<file path="src/rtl/wb_arbiter_if.sv">
// Producer-to-writeback bundle for wb_arbiter: per-channel result handshake
// plus the integer and FP register-file write ports.
interface wb_arbiter_if #(
    parameter int NUM_CH = 3,
    parameter int DATA_W = 32
);
    logic [NUM_CH-1:0]        ch_valid;
    logic [NUM_CH-1:0]        ch_ready;
    logic [NUM_CH*5-1:0]      ch_op;
    logic [NUM_CH*5-1:0]      ch_rd;
    logic [NUM_CH*DATA_W-1:0] ch_data;

    logic                     rf_we;
    logic [4:0]               rf_waddr;
    logic [DATA_W-1:0]        rf_wdata;
    logic                     frf_we;
    logic [4:0]               frf_waddr;
    logic [DATA_W-1:0]        frf_wdata;
    logic                     idle;

    modport master (
        output ch_valid, ch_op, ch_rd, ch_data,
        input  ch_ready, rf_we, rf_waddr, rf_wdata,
        input  frf_we, frf_waddr, frf_wdata, idle
    );

    modport slave (
        input  ch_valid, ch_op, ch_rd, ch_data,
        output ch_ready, rf_we, rf_waddr, rf_wdata,
        output frf_we, frf_waddr, frf_wdata, idle
    );
endinterface

</file>
<file path="src/rtl/wb_arbiter.sv">
// Writeback arbiter: per-channel result FIFOs, op decode, and independent
// round-robin grants for one integer and one FP register-file write per cycle.
module wb_arb_fifo #(
    parameter int W     = 42,
    parameter int DEPTH = 2
) (
    input  logic         clk,
    input  logic         rst,
    input  logic         push_i,
    input  logic         pop_i,
    input  logic [W-1:0] din_i,
    output logic [W-1:0] head_o,
    output logic         empty_o,
    output logic         full_o
);
    localparam int AW = $clog2(DEPTH);

    logic [W-1:0]  mem_q [DEPTH];
    logic [AW-1:0] rptr_q, rptr_d;
    logic [AW-1:0] wptr_q, wptr_d;
    logic [AW:0]   cnt_q, cnt_d;
    logic          do_push, do_pop;

    assign full_o  = (cnt_q == (AW+1)'(DEPTH));
    assign empty_o = (cnt_q == '0);
    assign head_o  = mem_q[rptr_q];
    // Fullness comes from the registered count only: a full FIFO refuses a push even while popping.
    assign do_push = push_i && !full_o;
    assign do_pop  = pop_i && !empty_o;

    always_comb begin
        rptr_d = rptr_q;
        wptr_d = wptr_q;
        cnt_d  = cnt_q;
        if (do_push) wptr_d = wptr_q + 1'b1;
        if (do_pop)  rptr_d = rptr_q + 1'b1;
        case ({do_push, do_pop})
            2'b10:   cnt_d = cnt_q + 1'b1;
            2'b01:   cnt_d = cnt_q - 1'b1;
            default: cnt_d = cnt_q;
        endcase
    end

    always_ff @(posedge clk) begin
        if (rst) begin
            rptr_q <= '0;
            wptr_q <= '0;
            cnt_q  <= '0;
        end else begin
            rptr_q <= rptr_d;
            wptr_q <= wptr_d;
            cnt_q  <= cnt_d;
        end
    end

    always_ff @(posedge clk) begin
        if (do_push) mem_q[wptr_q] <= din_i;
    end
endmodule

module wb_arbiter #(
    parameter int NUM_CH     = 3,
    parameter int DATA_W     = 32,
    parameter int FIFO_DEPTH = 2
) (
    input  logic        clk,
    input  logic        rst,
    wb_arbiter_if.slave bus
);
    localparam int PW = $clog2(NUM_CH);

    localparam logic [4:0] OP_LUI     = 5'b01101;
    localparam logic [4:0] OP_AUIPC   = 5'b00101;
    localparam logic [4:0] OP_JAL     = 5'b11011;
    localparam logic [4:0] OP_JALR    = 5'b11001;
    localparam logic [4:0] OP_I_LOAD  = 5'b00000;
    localparam logic [4:0] OP_I_ARITH = 5'b00100;
    localparam logic [4:0] OP_RM_TYPE = 5'b01100;
    localparam logic [4:0] OP_CSR     = 5'b11100;
    localparam logic [4:0] OP_FTYPE   = 5'b10100;
    localparam logic [4:0] OP_FLW     = 5'b00001;

    typedef struct packed {
        logic [4:0]        op;
        logic [4:0]        rd;
        logic [DATA_W-1:0] data;
    } wb_ent_t;

    typedef enum logic [1:0] {CLS_NONE, CLS_INT, CLS_FP} wb_cls_e;

    function automatic wb_cls_e op_class(input logic [4:0] op);
        case (op)
            OP_LUI, OP_AUIPC, OP_JAL, OP_JALR,
            OP_I_LOAD, OP_I_ARITH, OP_RM_TYPE, OP_CSR: return CLS_INT;
            OP_FTYPE, OP_FLW:                          return CLS_FP;
            default:                                   return CLS_NONE;
        endcase
    endfunction

    // Returns {found, index} of the first requester at or after ptr, wrapping at NUM_CH.
    function automatic logic [PW:0] rr_pick(input logic [NUM_CH-1:0] req,
                                            input logic [PW-1:0]     ptr);
        logic [PW:0] res;
        int          c;
        res = '0;
        c   = 0;
        for (int i = 0; i < NUM_CH; i++) begin
            c = int'(ptr) + i;
            if (c >= NUM_CH) c = c - NUM_CH;
            if (!res[PW] && req[c]) res = {1'b1, PW'(c)};
        end
        return res;
    endfunction

    wb_ent_t           head [NUM_CH];
    wb_cls_e           cls  [NUM_CH];
    logic [NUM_CH-1:0] empty, full, push, pop;
    logic [NUM_CH-1:0] int_req, fp_req, discard, int_gnt, fp_gnt;
    logic [PW:0]       int_pick, fp_pick;

    logic [PW-1:0]     iptr_q, iptr_d, fptr_q, fptr_d;
    logic              rf_we_q, rf_we_d, frf_we_q, frf_we_d;
    logic [4:0]        rf_waddr_q, rf_waddr_d, frf_waddr_q, frf_waddr_d;
    logic [DATA_W-1:0] rf_wdata_q, rf_wdata_d, frf_wdata_q, frf_wdata_d;

    for (genvar k = 0; k < NUM_CH; k++) begin : g_ch
        wb_ent_t                 din;
        logic [$bits(wb_ent_t)-1:0] head_vec;

        assign din     = {bus.ch_op[5*k +: 5], bus.ch_rd[5*k +: 5], bus.ch_data[DATA_W*k +: DATA_W]};
        assign push[k] = bus.ch_valid[k] && !full[k];

        wb_arb_fifo #(
            .W     ($bits(wb_ent_t)),
            .DEPTH (FIFO_DEPTH)
        ) u_fifo (
            .clk     (clk),
            .rst     (rst),
            .push_i  (push[k]),
            .pop_i   (pop[k]),
            .din_i   (din),
            .head_o  (head_vec),
            .empty_o (empty[k]),
            .full_o  (full[k])
        );

        assign head[k]    = wb_ent_t'(head_vec);
        assign cls[k]     = op_class(head[k].op);
        assign int_req[k] = !empty[k] && (cls[k] == CLS_INT) && (head[k].rd != 5'd0);
        assign fp_req[k]  = !empty[k] && (cls[k] == CLS_FP);
        // Non-writing heads and x0 integer writes retire on their own, no grant needed.
        assign discard[k] = !empty[k] && ((cls[k] == CLS_NONE) ||
                                          ((cls[k] == CLS_INT) && (head[k].rd == 5'd0)));
    end

    always_comb begin
        int_pick    = rr_pick(int_req, iptr_q);
        fp_pick     = rr_pick(fp_req, fptr_q);
        int_gnt     = int_pick[PW] ? (NUM_CH'(1) << int_pick[PW-1:0]) : '0;
        fp_gnt      = fp_pick[PW]  ? (NUM_CH'(1) << fp_pick[PW-1:0])  : '0;
        pop         = discard | int_gnt | fp_gnt;

        rf_we_d     = int_pick[PW];
        rf_waddr_d  = rf_waddr_q;
        rf_wdata_d  = rf_wdata_q;
        frf_we_d    = fp_pick[PW];
        frf_waddr_d = frf_waddr_q;
        frf_wdata_d = frf_wdata_q;
        for (int k = 0; k < NUM_CH; k++) begin
            if (int_gnt[k]) begin
                rf_waddr_d = head[k].rd;
                rf_wdata_d = head[k].data;
            end
            if (fp_gnt[k]) begin
                frf_waddr_d = head[k].rd;
                frf_wdata_d = head[k].data;
            end
        end

        iptr_d = iptr_q;
        if (int_pick[PW])
            iptr_d = (int_pick[PW-1:0] == PW'(NUM_CH-1)) ? '0 : int_pick[PW-1:0] + 1'b1;
        fptr_d = fptr_q;
        if (fp_pick[PW])
            fptr_d = (fp_pick[PW-1:0] == PW'(NUM_CH-1)) ? '0 : fp_pick[PW-1:0] + 1'b1;
    end

    always_ff @(posedge clk) begin
        if (rst) begin
            iptr_q      <= '0;
            fptr_q      <= '0;
            rf_we_q     <= 1'b0;
            rf_waddr_q  <= '0;
            rf_wdata_q  <= '0;
            frf_we_q    <= 1'b0;
            frf_waddr_q <= '0;
            frf_wdata_q <= '0;
        end else begin
            iptr_q      <= iptr_d;
            fptr_q      <= fptr_d;
            rf_we_q     <= rf_we_d;
            rf_waddr_q  <= rf_waddr_d;
            rf_wdata_q  <= rf_wdata_d;
            frf_we_q    <= frf_we_d;
            frf_waddr_q <= frf_waddr_d;
            frf_wdata_q <= frf_wdata_d;
        end
    end

    assign bus.ch_ready  = ~full;
    assign bus.rf_we     = rf_we_q;
    assign bus.rf_waddr  = rf_waddr_q;
    assign bus.rf_wdata  = rf_wdata_q;
    assign bus.frf_we    = frf_we_q;
    assign bus.frf_waddr = frf_waddr_q;
    assign bus.frf_wdata = frf_wdata_q;
    assign bus.idle      = (&empty) && !rf_we_q && !frf_we_q;
endmodule
</file>
<file path="src/flat_wrapper.sv">
// flat-port wrapper written by rule: the top's interface ports become plain ports
module wb_arbiter_flat 
#(
    parameter int NUM_CH     = 3,
    parameter int DATA_W     = 32,
    parameter int FIFO_DEPTH = 2
)
  (clk, rst, bus_ch_valid, bus_ch_op, bus_ch_rd, bus_ch_data, bus_ch_ready, bus_rf_we, bus_rf_waddr, bus_rf_wdata, bus_frf_we, bus_frf_waddr, bus_frf_wdata, bus_idle);
  wb_arbiter_if #(.NUM_CH(NUM_CH), .DATA_W(DATA_W)) bus_i ();
  input  logic clk;
  input  logic rst;
  input wire logic [$bits(bus_i.ch_valid)-1:0] bus_ch_valid;
  input wire logic [$bits(bus_i.ch_op)-1:0] bus_ch_op;
  input wire logic [$bits(bus_i.ch_rd)-1:0] bus_ch_rd;
  input wire logic [$bits(bus_i.ch_data)-1:0] bus_ch_data;
  output wire logic [$bits(bus_i.ch_ready)-1:0] bus_ch_ready;
  output wire logic [$bits(bus_i.rf_we)-1:0] bus_rf_we;
  output wire logic [$bits(bus_i.rf_waddr)-1:0] bus_rf_waddr;
  output wire logic [$bits(bus_i.rf_wdata)-1:0] bus_rf_wdata;
  output wire logic [$bits(bus_i.frf_we)-1:0] bus_frf_we;
  output wire logic [$bits(bus_i.frf_waddr)-1:0] bus_frf_waddr;
  output wire logic [$bits(bus_i.frf_wdata)-1:0] bus_frf_wdata;
  output wire logic [$bits(bus_i.idle)-1:0] bus_idle;
  assign bus_i.ch_valid = bus_ch_valid;
  assign bus_i.ch_op = bus_ch_op;
  assign bus_i.ch_rd = bus_ch_rd;
  assign bus_i.ch_data = bus_ch_data;
  assign bus_ch_ready = bus_i.ch_ready;
  assign bus_rf_we = bus_i.rf_we;
  assign bus_rf_waddr = bus_i.rf_waddr;
  assign bus_rf_wdata = bus_i.rf_wdata;
  assign bus_frf_we = bus_i.frf_we;
  assign bus_frf_waddr = bus_i.frf_waddr;
  assign bus_frf_wdata = bus_i.frf_wdata;
  assign bus_idle = bus_i.idle;
  wb_arbiter #(.NUM_CH(NUM_CH), .DATA_W(DATA_W), .FIFO_DEPTH(FIFO_DEPTH)) u_core (.clk(clk), .rst(rst), .bus(bus_i));
endmodule
</file>
<file path="config.mk">
export PLATFORM = sky130hd
export DESIGN_NAME = wb_arbiter_flat
export DESIGN_NICKNAME = d
export VERILOG_FILES = /design/src/rtl/wb_arbiter_if.sv /design/src/rtl/wb_arbiter.sv /design/src/flat_wrapper.sv
export SDC_FILE = /design/constraint.sdc
export NUM_CORES = 1
export LEC_CHECK = 0
export ABC_AREA = 1
export CORE_MARGIN = 8
export CORE_UTILIZATION = 35
export CTS_CLUSTER_SIZE = 12
export DETAILED_ROUTE_END_ITERATION = 10
export PLACE_DENSITY_LB_ADDON = 0.25
export SKIP_LAST_GASP = 1
export SYNTH_ARGS = -nofsm -noshare
export SYNTH_HDL_FRONTEND = slang
export SYNTH_SLANG_ARGS = --single-unit
export TNS_END_PERCENT = 30
</file>
<file path="constraint.sdc">
create_clock -name clk -period 4.9 [get_ports clk]
set_clock_uncertainty 0.1 [all_clocks]
set_input_delay 0.735 -clock clk [delete_from_list [all_inputs] [get_ports clk]]
set_output_delay 0.735 -clock clk [all_outputs]
set_load 0.1 [all_outputs]
</file>
==> out/metrics.cfg <==
[run_status]
outcome = completed

[clock_tree]
root_buffer = clkbuf_16
cts_buffer_depth = 3
cts_tree = built
clk_pin_slew_ns = 0.06
postCtsHoldBufs = 0
post_cts_resized = 0
htreeDepth = 2
clock_latency_ns = 0.52
cts_buffers = 38
post-cts-setup-buffer-count = 0
clock-sinks = 347

[critical_path]
crit_fanout = 44
crit_type = reg -> reg
cp-end-kind = flip-flop
crit_path_start_kind = flip-flop
critPathArrivalTime_ns = 4.12
worstPathRequired_ns = 5.18

[timing]
fin_hold_ws_ns = 0.346
hold_viol = 0
tns_ns = 0
fmax_mhz = 261
setup_violations = 0
drv_slew = 0
worst_slew_pin_slew_ns = 1.08
period_needed_ns = 3.84
rsz0062_at_grt = false
timing.final.crit_share_pct = 78.3
maxSlewHeadroom_pct = 27.5

[run]
max_cap_viol_count = 0

[power_and_ir_drop]
ir_drop_v = 0.000348
p_leak_uw = 0.00717
total_power_uw = 12900
pwr_density_cell_nw_per_um2 = 702

[final_layout]
layout-drive-gt1-share_pct = 8.45
ff_latch_area_um2 = 9470
final_cells = 2147
fin_area_um2 = 18400
nNetsFinal = 1723
syn_to_final_growth_pct = 26.5
multiInputGateArea_um2 = 4360
fill_cells = 3811

[synthesis]
yosys.cell_types.count = 36
seq_area_frac_synth_pct = 65.0
ys_ff_latch = 347
syn_area_per_cell_um2 = 10.6
postSynthCellCount = 1376
synthesis.area_um2 = 14600
yosys_warnings = 0
syn-num-nets = 1514

[die]
num_rows = 74
ios = 211
start_util_pct = 35.6
dieArea_um2 = 48400
die-width_um = 220
die_h_um = 220
coreArea_um2 = 40900

[min_path]
hp-class = reg -> reg

[global_routing]
grt_max_degree = 55
grt_pass1_vias = 9942
grt.overflow.total = 0
antenna_found_initial = 13
grtUsageTotal_pct = 17.0
grt_pass1_wl_um = 62300

[drt]
firstDrtPassIters = 5
via_per_inst = 4.80
drtIter0Drc = 819
drc = 0
detail_route.wl_per_cell_um = 19.4
drtAntennaViolNets = 0
vias = 10296
drt_wl_total_um = 41700

[placement]
placed_area_um2 = 17200
place.gp.congestion = 0.866
hpwl_um = 30800
port_buffers = 210
dp.cells = 2077

cell usage in the layout, fill, tap and decap left out, types with 4 or more instances in the layout:
cell and instances:
clkbuf_16 39, nand2_2 7, ha_1 7, o21ai_0 42
inv_1 119, nor2_4 9, nor3_1 7, clkdlybuf4s50_1 209
a21oi_1 119, nand2_1 291, edfxtp_1 252, bufinv_16 4
clkbuf_1 11, buf_4 17, dfxtp_1 93, diode_2 5
clkinv_1 7, nand3b_1 7, or2_2 35, a22oi_1 7
inv_2 7, nand4_1 12, nand3_1 89, nand3_2 5
mux2i_1 72, nor2_1 117
layout make-up:
cell class,instances,area share [%]
repair buffers,227,12.1
flip-flops and latches,347,51.4
inverters,127,2.59
multi-input cells,844,23.7
clock inverters,14,0.904
well taps,532,3.62
diodes,5,0.0680
clock buffers,51,5.60
worst paths after layout:
check	from	end	slack, ns	cells past startpoint
worst max register to register	flip-flop	u_core.g_ch[0].u_fifo.cnt_q[1]	1.06	20
worst min register to register	u_core.g_ch[2].u_fifo.rptr_q	flip-flop	0.35	1
worst min-delay path	u_core.g_ch[2].u_fifo.rptr_q	flip-flop	0.35	1
worst max-delay path	flip-flop	u_core.g_ch[0].u_fifo.cnt_q[1]	1.06	20
synthesized netlist by cell type, drive strengths merged:
cell type  number  share of area [%]
o211ai          1              0.052
clkinv          1              0.026
mux2i          72                5.0
nor2          128                3.6
and3            3               0.13
nand3          94                3.4
inv           126                3.2
nand4          12               0.52
clkbuf         25               0.64
a22oi           7               0.36
ha              7               0.60
buf            33                1.4
edfxtp        252                 52
o21ai          47                1.7
a221o           1              0.069
a21boi          1              0.052
nand2         299                7.9
dfxtp          95                 13
or2            37                1.6
nor3            7               0.24
o21a            2               0.10
nand3b          7               0.36
a21oi         119                4.1
flip-flops by register name, indices dropped and copies added, names as in the netlist, named ones only:
register	cells
u_core.g_ch.u_fifo.mem_q	252
u_core.bus.frf_wdata	32
u_core.bus.rf_wdata	32
u_core.g_ch.u_fifo.cnt_q	6
u_core.bus.frf_waddr	5
u_core.bus.rf_waddr	5
u_core.g_ch.u_fifo.rptr_q	3
u_core.g_ch.u_fifo.wptr_q	3
u_core.fptr_q	2
u_core.iptr_q	2
u_core.bus.frf_we	1
u_core.bus.rf_we	1
cell families (layout without fill, tap and decap cells):
| logic type | count (synthesis) | count (layout) | share of synthesized area [%] |
|---|---|---|---|
| muxes | 72 | 72 | 4.95 |
| buffers and inverters | 185 | 419 | 5.31 |
| other | 0 | 5 | 0 |
| and+or+nand+nor | 587 | 587 | 17.7 |
| adders and majority gates | 7 | 7 | 0.602 |
| AOI/OAI and AO/OA | 178 | 178 | 6.39 |
| DFF | 347 | 347 | 65.0 |
routing by layer:
metal / vias up / global-route usage, % / routed length, µm
li1: 5077 / - / -
met3: 74 / 4.69 / 3450
met4: 16 / 4.79 / 1010
met2: 354 / 24.2 / 17200
met1: 4775 / 24.9 / 19900
met5: - / 0 / 104
worst max-delay path, stage by stage (launching register included):
cell and delay, ns:
dfxtp_1 0.35, buf_4 0.44, nand2_1 0.09, o21ai_0 0.19, nand4_1 0.28, nand3_2 0.17, nand2_1 0.07, nand2_1 0.06
nand2_1 0.07, nand2_1 0.13, nand2_1 0.08, clkinv_1 0.06, nand3_1 0.11, nand2_2 0.10, buf_4 0.36, nand3_1 0.22
nand3_1 0.16, ha_1 0.28, nor2_1 0.15, and3_1 0.17, nor3_1 0.04
per-stage QoR:
step | util (%) | worst slack, ns
2_1_floorplan | - | 1.21
3_3_place_gp | 42.0 | 1.29
3_5_place_dp | 42.0 | 1.12
4_1_cts | 45.0 | 1.10
5_1_grt | 45.0 | 0.716
6_report | 45.0 | 1.06
where the power goes:
group | switching, µW | internal [µW]
Sequential | 293 | 3730
Clock | 1110 | 1680
Combinational | 4500 | 1610
Total | 5900 | 7010
Note: power is estimated with default switching activity, not from simulation.
